File: src/rtl/adc_dout_capture.sv
// Captures the 12-bit X then Y results from the ADC serial DOUT line within each 80-count frame; ADC_DOUT_PENIRQ_EN adds pen-up gating.
// Latency: X_DATA/Y_DATA/DATA_VALID update on the edge of the FRAME_LAST count event.
// Backpressure: none; the ADC paces the frame, DATA_VALID is a one-cycle pulse.
module adc_dout_capture #(
    parameter int X_SAMPLE0  = 19,
    parameter int Y_SAMPLE0  = 51,
    parameter int FRAME_LAST = 79
) (
    input  logic        CLK,
    input  logic        RST_n,
    input  logic        Enable,
    input  logic [6:0]  Cuenta,
    input  logic        ADC_DOUT,
`ifdef ADC_DOUT_PENIRQ_EN
    input  logic        ADC_PENIRQ_n,
`endif
    output logic [11:0] X_DATA,
    output logic [11:0] Y_DATA,
    output logic        DATA_VALID,
    output logic        BUSY
);
    typedef enum logic [1:0] {IDLE, CAP_X, CAP_Y, DONE} state_t;

    // Twelve samples, one per DCLK period (two counts), so the last lands 22 counts after the first.
    localparam logic [6:0] SPAN = 7'd22;

    state_t      state, state_nxt;
    logic [6:0]  cuenta_q;
    logic [11:0] x_sh, y_sh;
    logic        count_evt, frame_start;
    logic [6:0]  x_off, y_off;
    logic        x_hit, y_hit;
    logic [3:0]  x_pos, y_pos;
    logic        clr_sh, x_wr, y_wr, commit, pen_ok;

    assign count_evt   = Enable && (Cuenta != cuenta_q) && (Cuenta <= 7'(FRAME_LAST));
    assign frame_start = count_evt && (Cuenta == 7'd0);

    assign x_off = Cuenta - 7'(X_SAMPLE0);
    assign y_off = Cuenta - 7'(Y_SAMPLE0);
    assign x_hit = (Cuenta >= 7'(X_SAMPLE0)) && (x_off <= SPAN) && !x_off[0];
    assign y_hit = (Cuenta >= 7'(Y_SAMPLE0)) && (y_off <= SPAN) && !y_off[0];
    assign x_pos = 4'd11 - x_off[4:1];
    assign y_pos = 4'd11 - y_off[4:1];

`ifdef ADC_DOUT_PENIRQ_EN
    // Pen state is latched at frame start; a pen-up frame is still walked but never published.
    logic pen_up;
    always_ff @(posedge CLK or negedge RST_n) begin
        if (!RST_n)
            pen_up <= 1'b0;
        else if (frame_start)
            pen_up <= ADC_PENIRQ_n;
    end
    assign pen_ok = !pen_up;
`else
    assign pen_ok = 1'b1;
`endif

    always_ff @(posedge CLK or negedge RST_n) begin
        if (!RST_n)
            state <= IDLE;
        else
            state <= state_nxt;
    end

    always_comb begin
        state_nxt = state;
        clr_sh    = 1'b0;
        x_wr      = 1'b0;
        y_wr      = 1'b0;
        commit    = 1'b0;
        if (!Enable) begin
            state_nxt = IDLE;
            clr_sh    = 1'b1;
        end else if (frame_start) begin
            state_nxt = CAP_X;
            clr_sh    = 1'b1;
        end else if (count_evt) begin
            case (state)
                CAP_X: if (x_hit) begin
                    x_wr = 1'b1;
                    if (x_off == SPAN)
                        state_nxt = CAP_Y;
                end
                CAP_Y: if (y_hit) begin
                    y_wr = 1'b1;
                    if (y_off == SPAN)
                        state_nxt = DONE;
                end
                DONE: if (Cuenta == 7'(FRAME_LAST)) begin
                    commit    = pen_ok;
                    state_nxt = IDLE;
                end
                default: ;
            endcase
        end
    end

    always_ff @(posedge CLK or negedge RST_n) begin
        if (!RST_n) begin
            cuenta_q   <= 7'h7F;
            x_sh       <= '0;
            y_sh       <= '0;
            X_DATA     <= '0;
            Y_DATA     <= '0;
            DATA_VALID <= 1'b0;
        end else begin
            cuenta_q   <= Cuenta;
            DATA_VALID <= commit;
            if (clr_sh) begin
                x_sh <= '0;
                y_sh <= '0;
            end
            if (x_wr)
                x_sh[x_pos] <= ADC_DOUT;
            if (y_wr)
                y_sh[y_pos] <= ADC_DOUT;
            if (commit) begin
                X_DATA <= x_sh;
                Y_DATA <= y_sh;
            end
        end
    end

    assign BUSY = (state == CAP_X) || (state == CAP_Y);

endmodule

File: config.mk
export PLATFORM = sky130hd
export DESIGN_NAME = adc_dout_capture
export DESIGN_NICKNAME = d
export VERILOG_FILES = /design/src/rtl/adc_dout_capture.sv
export SDC_FILE = /design/constraint.sdc
export NUM_CORES = 1
export LEC_CHECK = 0
export CAP_MARGIN = 30
export CORE_ASPECT_RATIO = 0.8
export CORE_MARGIN = 1.5
export CORE_UTILIZATION = 55
export CTS_BUF_LIST = sky130_fd_sc_hd__clkbuf_4 sky130_fd_sc_hd__clkbuf_8
export DETAILED_ROUTE_END_ITERATION = 6
export PLACE_DENSITY = 0.91
export RECOVER_POWER = 50
export SYNTH_ARGS = -nofsm -noshare
export SYNTH_HDL_FRONTEND = slang
export SYNTH_SLANG_ARGS = --single-unit
File: constraint.sdc
create_clock -name CLK -period 3.4 [get_ports CLK]
set_input_delay 0.68 -clock CLK [delete_from_list [all_inputs] [get_ports CLK]]
set_output_delay 0.68 -clock CLK [all_outputs]
set_load 0.03 [all_outputs]
# Word level (Yosys, flattened, before mapping)
# Cells that the tools add are included.
[totals]
output_inout_bits = 26
reg_bits = 58
[op_classes]
n_lt_le_gt_ge = 9
mux = 36
eq_ne = 14
reduce_logical = 14
n_addsub = 4
[op_table]
columns = ["operator", "n"]
rows = [
  ["two-way mux 12 bit", 4],
  ["bitwise mux 12 bit", 2],
  ["inequality test 4 bit (second input constant)", 5],
  ["two-way mux 1 bit", 19],
  ["two-way mux 2 bit", 8],
  ["equality test 7 x 5 -> 1 bit (second input constant)", 2],
  ["less-or-equal comparator 7 x 5 -> 1 bit (second input constant)", 2],
  ["< comparator 4 x 5 -> 1 bit (second input constant)", 2],
  ["logical AND 1 bit", 9],
  ["demux 1 bit (select 4 bit)", 2],
  [">= comparator 4 x 1 -> 1 bit (second input constant)", 2],
  ["subtractor 4 bit (first input constant)", 2],
  ["equality test 7 bit (second input constant)", 1],
  [">= comparator 7 x 5 -> 1 bit (second input constant)", 1],
  [">= comparator 7 x 6 -> 1 bit (second input constant)", 1],
  ["less-or-equal comparator 7 bit (second input constant)", 1],
  ["logical NOT 7 bit", 1],
  ["inequality test 7 bit", 1],
  ["AND reduction 7 bit", 1],
  ["subtractor 7 x 5 -> 7 bit (second input constant)", 1],
  ["subtractor 7 x 6 -> 7 bit (second input constant)", 1],
  ["case mux 2 bit (3 select lines)", 1],
  ["inequality test 5 x 1 -> 1 bit (second input constant)", 1],
  ["equality test 2 bit (second input constant)", 2],
  ["4 further kinds", 5],
]

# Depth between registers and ports, before layout
[logic_depth]
ltp_word = 10
depth_mapped = 9

# Least setup slack after synthesis
# OpenSTA, ideal clock, no wires.
[synth_timing]
path_kind = "input to register"
startpoint = "input port Cuenta[0]"
endpoint = "register state[0]"
setup_time_ns = 0.126
required_time_ns = 3.274
arrival_time_ns = 2.561
path_stages = 8
slack_ns = 0.713
n_path_buf = 1
path_cell_list = "ha_1 clkbuf_1 o31a_1 or2_1 o31a_1 o21a_1 a311o_1 a311o_1"
[synth_via]
elab_chain_len = 6
elab_cells_between_ends = 31
classes_between = "add/sub: 2; order compare: 5; eq/ne: 11; mux: 2; reduce/logical: 11"
[synth_lines]
columns = ["item", "line", "source"]
rows = [
  ["from (decl)", "12", "input logic [6:0] Cuenta,"],
  ["subtractor 7 x 6 -> 7 bit, or another cell as far along", "40", "assign y_off = Cuenta - 7'(Y_SAMPLE0);"],
  ["less-or-equal comparator 7 x 5 -> 1 bit, or another cell as far along", "42", "assign y_hit = (Cuenta >= 7'(Y_SAMPLE0)) && (y_off <= SPAN) && !y_off[0];"],
  ["logical AND 1 bit (on tied branches)", "42, 36, 41", ""],
  ["logical AND 1 bit (on tied branches)", "42, 37, 41", ""],
  ["inequality test 4 bit (no source line), or another cell as far along", "-", ""],
  ["AND reduction 7 bit (no source line) / two-way mux 2 bit (equally long branches)", "-", ""],
  ["to (signal assigned)", "64", "state <= state_nxt;"],
  ["to (decl)", "27", "state_t state, state_nxt;"],
]
# Several ways; a longest one is shown, not always the timed one.
# A chain may end at the register's enable or synchronous reset.

# Final worst setup path
[layout_timing]
startpoint = "input port Cuenta[4]"
endpoint = "register state[0]"
# Same word-level chain as after synthesis.

==> summary.txt <==
Logic synthesis
  – XOR/XNOR Fraction of Synth Area: 0.0328
  – Synth Area per Inst: approximately 12 um2
  – Post-synthesis mux area share: 0.0920
  – Post-Synth Adder-Cell Area: 0.0298
  – Ys async rst share: 1.00
  – Yosys warns: 0
  – Mapped Nets: between 200 and 300
  – Synth top area share: 0.434
  – Top cells by area, synth: dfrtp_1 43%, mux2_2 8.0%, dfstp_2 6.3%, o31ai_1 5.6%, o211ai_1 4.9%
  – Cell taking the most area after synthesis: dfrtp_1
  – Synth Area in Simple Gates: 0.0881
  – Largest family of logic cells by synthesized area: compound AO/OA/AOI/OAI gates
  – Synth Flop Type: dfrtp_1
  – Register area share after synthesis: 0.497
  – Post-Synthesis Cell Area: ~0.003 mm2
  – Synth Area in Compound Gates: 0.212
  – Yosys reg bits: 58
  – Mapped Cells: roughly 250
  – Post-synth EDFFs: 0
  – Netlist cell types: 49

Layout
  – # fillers: between 300 and 400
  – Layout cell share with drive strength beyond 1: 0.224
  – Final core utilization: 0.712
  – Area of the multi-input gates: around 0.0013 mm2
  – FF/Latch Area: roughly 0.0015 mm2
  – # diodes: 0
  – NumNets Final: between 300 and 400
  – Area Growth Syn to Fin: 22.8%

Critical path
  – CP endpoint kind: flop
  – CP required: around 3.7 ns
  – Family with the most delay on the worst path: compound AO/OA/AOI/OAI gates
  – Largest fanout on the critical path: 11
  – Worst EP arrival: between 3 and 4 ns
  – Cell Chain, Critical Path: dlygate4sd3_1, or3b_1, a221oi_2, o2111ai_1, a221o_1, a2111oi_0, a311o_1
  – CP max stage delay: about 0.75 ns
  – Startpoint Class: input pin
  – Crit path kind: input pin to flop
  – Crit path buffers/inverters: 1
  – CP max stage cell: dlygate4sd3_1

Floorplan
  – Initial core utilization: 0.580
  – Core Region: 0.00506 mm2
  – Die area: 0.00579 mm2
  – Die width: between 80 and 90 um
  – Top-Level Pins: 37
  – Height of the die: approximately 68 um
  – Number of placement rows: 23

Clocking
  – Max Root-Sink Buffers: 2
  – Hold-fix buffers, CTS: 0
  – H-tree Lvls: 3
  – Clock root cell: clkbuf_8
  – Post_cts resized: 0
  – Clock-pin slew on the worst setup and hold paths: roughly 0.07 ns
  – Setup Buffers After CTS: 0
  – CTS buffer count: 9
  – Worst-Skew Late Latency: 0.35 ns
  – CTS tree: done
  – Number of clock sinks: a little under 60

Route
  – Via Count: between 2000 and 2500
  – Wire per inst: roughly 18 um
  – 1st-iter DRT viols: 224
  – Antenna-violating nets left: 0
  – Vias per cell: approximately 6.2
  – Final wirelength: 6410 um
  – Residual DRC: 0
  – First-pass detailed-route iteration total: 5

Global route
  – Global route total overflow: 0
  – Pin count of the biggest net entering global routing: 35
  – First-pass GRT wire length: 10800 um
  – Vias in the first global route: 2163
  – Antenna violations before repair: 0
  – GRT Util Overall: 0.250

Placed design
  – HPWL after detailed placement: around 4500 um
  – GP Congestion: ~0.83
  – DP Worst Slack: ~0.17 ns
  – Number of port buffers: 36

Min path
  – HP Class: flop to flop

Timing
  – Final setup viols: 0
  – RSZ-0062 raised after global routing: no
  – Clock Skew: 0.00970 ns
  – Max-slew headroom: 0.114
  – Highest Clock Rate: approximately 330 MHz
  – Total Neg Setup Slack: 0 ns
  – Worst slew pin tran: 1.33 ns
  – Setup ws final: about 0.39 ns
  – Max Slew Vio Count: 0
  – Crit path time final: roughly 3.0 ns
  – Final hold vios: 0
  – Final period utilization: 0.886

Job
  – Max cap viols: 0

Power
  – VDD IR-drop max: about 0.41 mV
  – PwrDens: just under 400 mW/mm2
  – Lkg Pwr: 1.58 nW

Outcome
  – Status: finished clean
-- layout make-up --
type                            instances  share of cell area
Multi-Input combinational cell        163               0.370
Sequential cell                        58               0.405
Timing Repair Buffer                   57               0.144
Clock buffer                           10              0.0381
Clock inverter                          6              0.0118
Inverter                               10              0.0104
Tap cell                               62              0.0215
-- synth_stat cells (2+ instances only) --
| cell | number |
|---|---|
| nand4_1 | 5 |
| dfrtp_1 | 51 |
| nand2b_1 | 4 |
| a21oi_1 | 2 |
| mux2_2 | 21 |
| nand2_1 | 8 |
| o31a_1 | 2 |
| buf_6 | 2 |
| nor4_1 | 4 |
| a21o_1 | 2 |
| nor2_1 | 3 |
| ha_1 | 7 |
| o21a_1 | 2 |
| o31ai_1 | 22 |
| xor2_1 | 9 |
| clkbuf_1 | 9 |
| mux2_1 | 3 |
| inv_1 | 9 |
| o211ai_1 | 19 |
| o41ai_1 | 6 |
| nand3b_1 | 3 |
| nor3b_1 | 2 |
| o2111ai_1 | 2 |
| a211o_1 | 2 |
| nand3_1 | 4 |
| dfstp_2 | 7 |
| xnor2_1 | 2 |
| nor3_1 | 2 |
| o311ai_0 | 7 |
| o21ai_0 | 3 |
| a311o_1 | 2 |
| buf_2 | 9 |
-- per-stage QoR --
stage / instance area (um2) / cells / power (W) / hold WS, ns
2_1_floorplan: 2940 / 252 / 0.000790 / 0.384
3_3_place_gp: 3440 / 350 / 0.000842 / 0.466
3_5_place_dp: 3440 / 350 / 0.000844 / 0.474
4_1_cts: 3620 / 366 / 0.00141 / 0.330
5_1_grt: 3610 / 366 / 0.00146 / 0.518
6_report: 3610 / 366 / 0.00140 / 0.483
-- worst reg2reg max path: cells and delay by family (launching register included) --
kind | cells | cell delay [ns]
compound gates | 4 | 1.09
xor+xnor | 1 | 0.17
buf+inv | 1 | 0.26
flops | 1 | 0.53
simple gates | 1 | 0.10
-- state kept, by name, indices dropped and copies added, names as in the netlist --
register / count
X_DATA: 12
Y_DATA: 12
x_sh: 12
y_sh: 12
cuenta_q: 7
state: 2
DATA_VALID: 1
-- final timing paths --
| check | start | endpoint | slack, ns | cells after the start |
|---|---|---|---|---|
| min in group asynchronous | RST_n | y_sh[0] | 0.62 | 1 |
| max in group asynchronous | RST_n | y_sh[6] | 1.32 | 2 |
| setup reg to reg | cuenta_q[2] | y_sh[9] | 1.09 | 7 |
| hold reg to reg | X_DATA[1] | X_DATA[1] | 0.48 | 1 |
| hold / removal | X_DATA[1] | X_DATA[1] | 0.48 | 1 |
| setup / recovery | Cuenta[4] | state[0] | 0.39 | 7 |
-- cells by family (layout without fill, tap and decap cells) --
family	after synthesis	count (layout)
flip-flops	58	58
XOR/XNOR	11	11
multiplexers	24	24
adder cells (fa/ha/maj)	7	7
AND/OR/NAND/NOR	43	43
buffers and inverters	31	83
AO/OA/AOI/OAI	78	78
-- where the power goes --
group	switching, W	internal [W]
combinational	0.0000848	0.0000451
clock	0.000282	0.000283
sequential	0.00000284	0.000698
total	0.000369	0.00103
-- cells in the final DEF (no fill, tap or decap), types with 4 or more instances in the layout --
| cell | synthesis | layout |
|---|---|---|
| o31ai_1 | 22 | 22 |
| ha_1 | 7 | 7 |
| dfrtp_1 | 51 | 51 |
| clkdlybuf4s50_1 | 0 | 24 |
| mux2_2 | 21 | 21 |
| nand3_1 | 4 | 4 |
| nand2b_1 | 4 | 4 |
| o211ai_1 | 19 | 19 |
| o311ai_0 | 7 | 7 |
| nand4_1 | 5 | 5 |
| inv_1 | 9 | 9 |
| dlygate4sd3_1 | 0 | 11 |
| nand2_1 | 8 | 8 |
| dfstp_2 | 7 | 7 |
| o41ai_1 | 6 | 6 |
| nor4_1 | 4 | 4 |
| buf_4 | 0 | 18 |
| clkbuf_8 | 0 | 10 |
| xor2_1 | 9 | 9 |
-- routing by layer --
metal,GRT usage,share of wire,up-vias
li1,-,-,1068
met1,0.345,0.47,1116
met2,0.378,0.45,89
met3,0.0796,0.068,9
met4,0.0827,0.013,0
met5,0,0,-
Note: power is estimated with default switching activity, not from simulation.
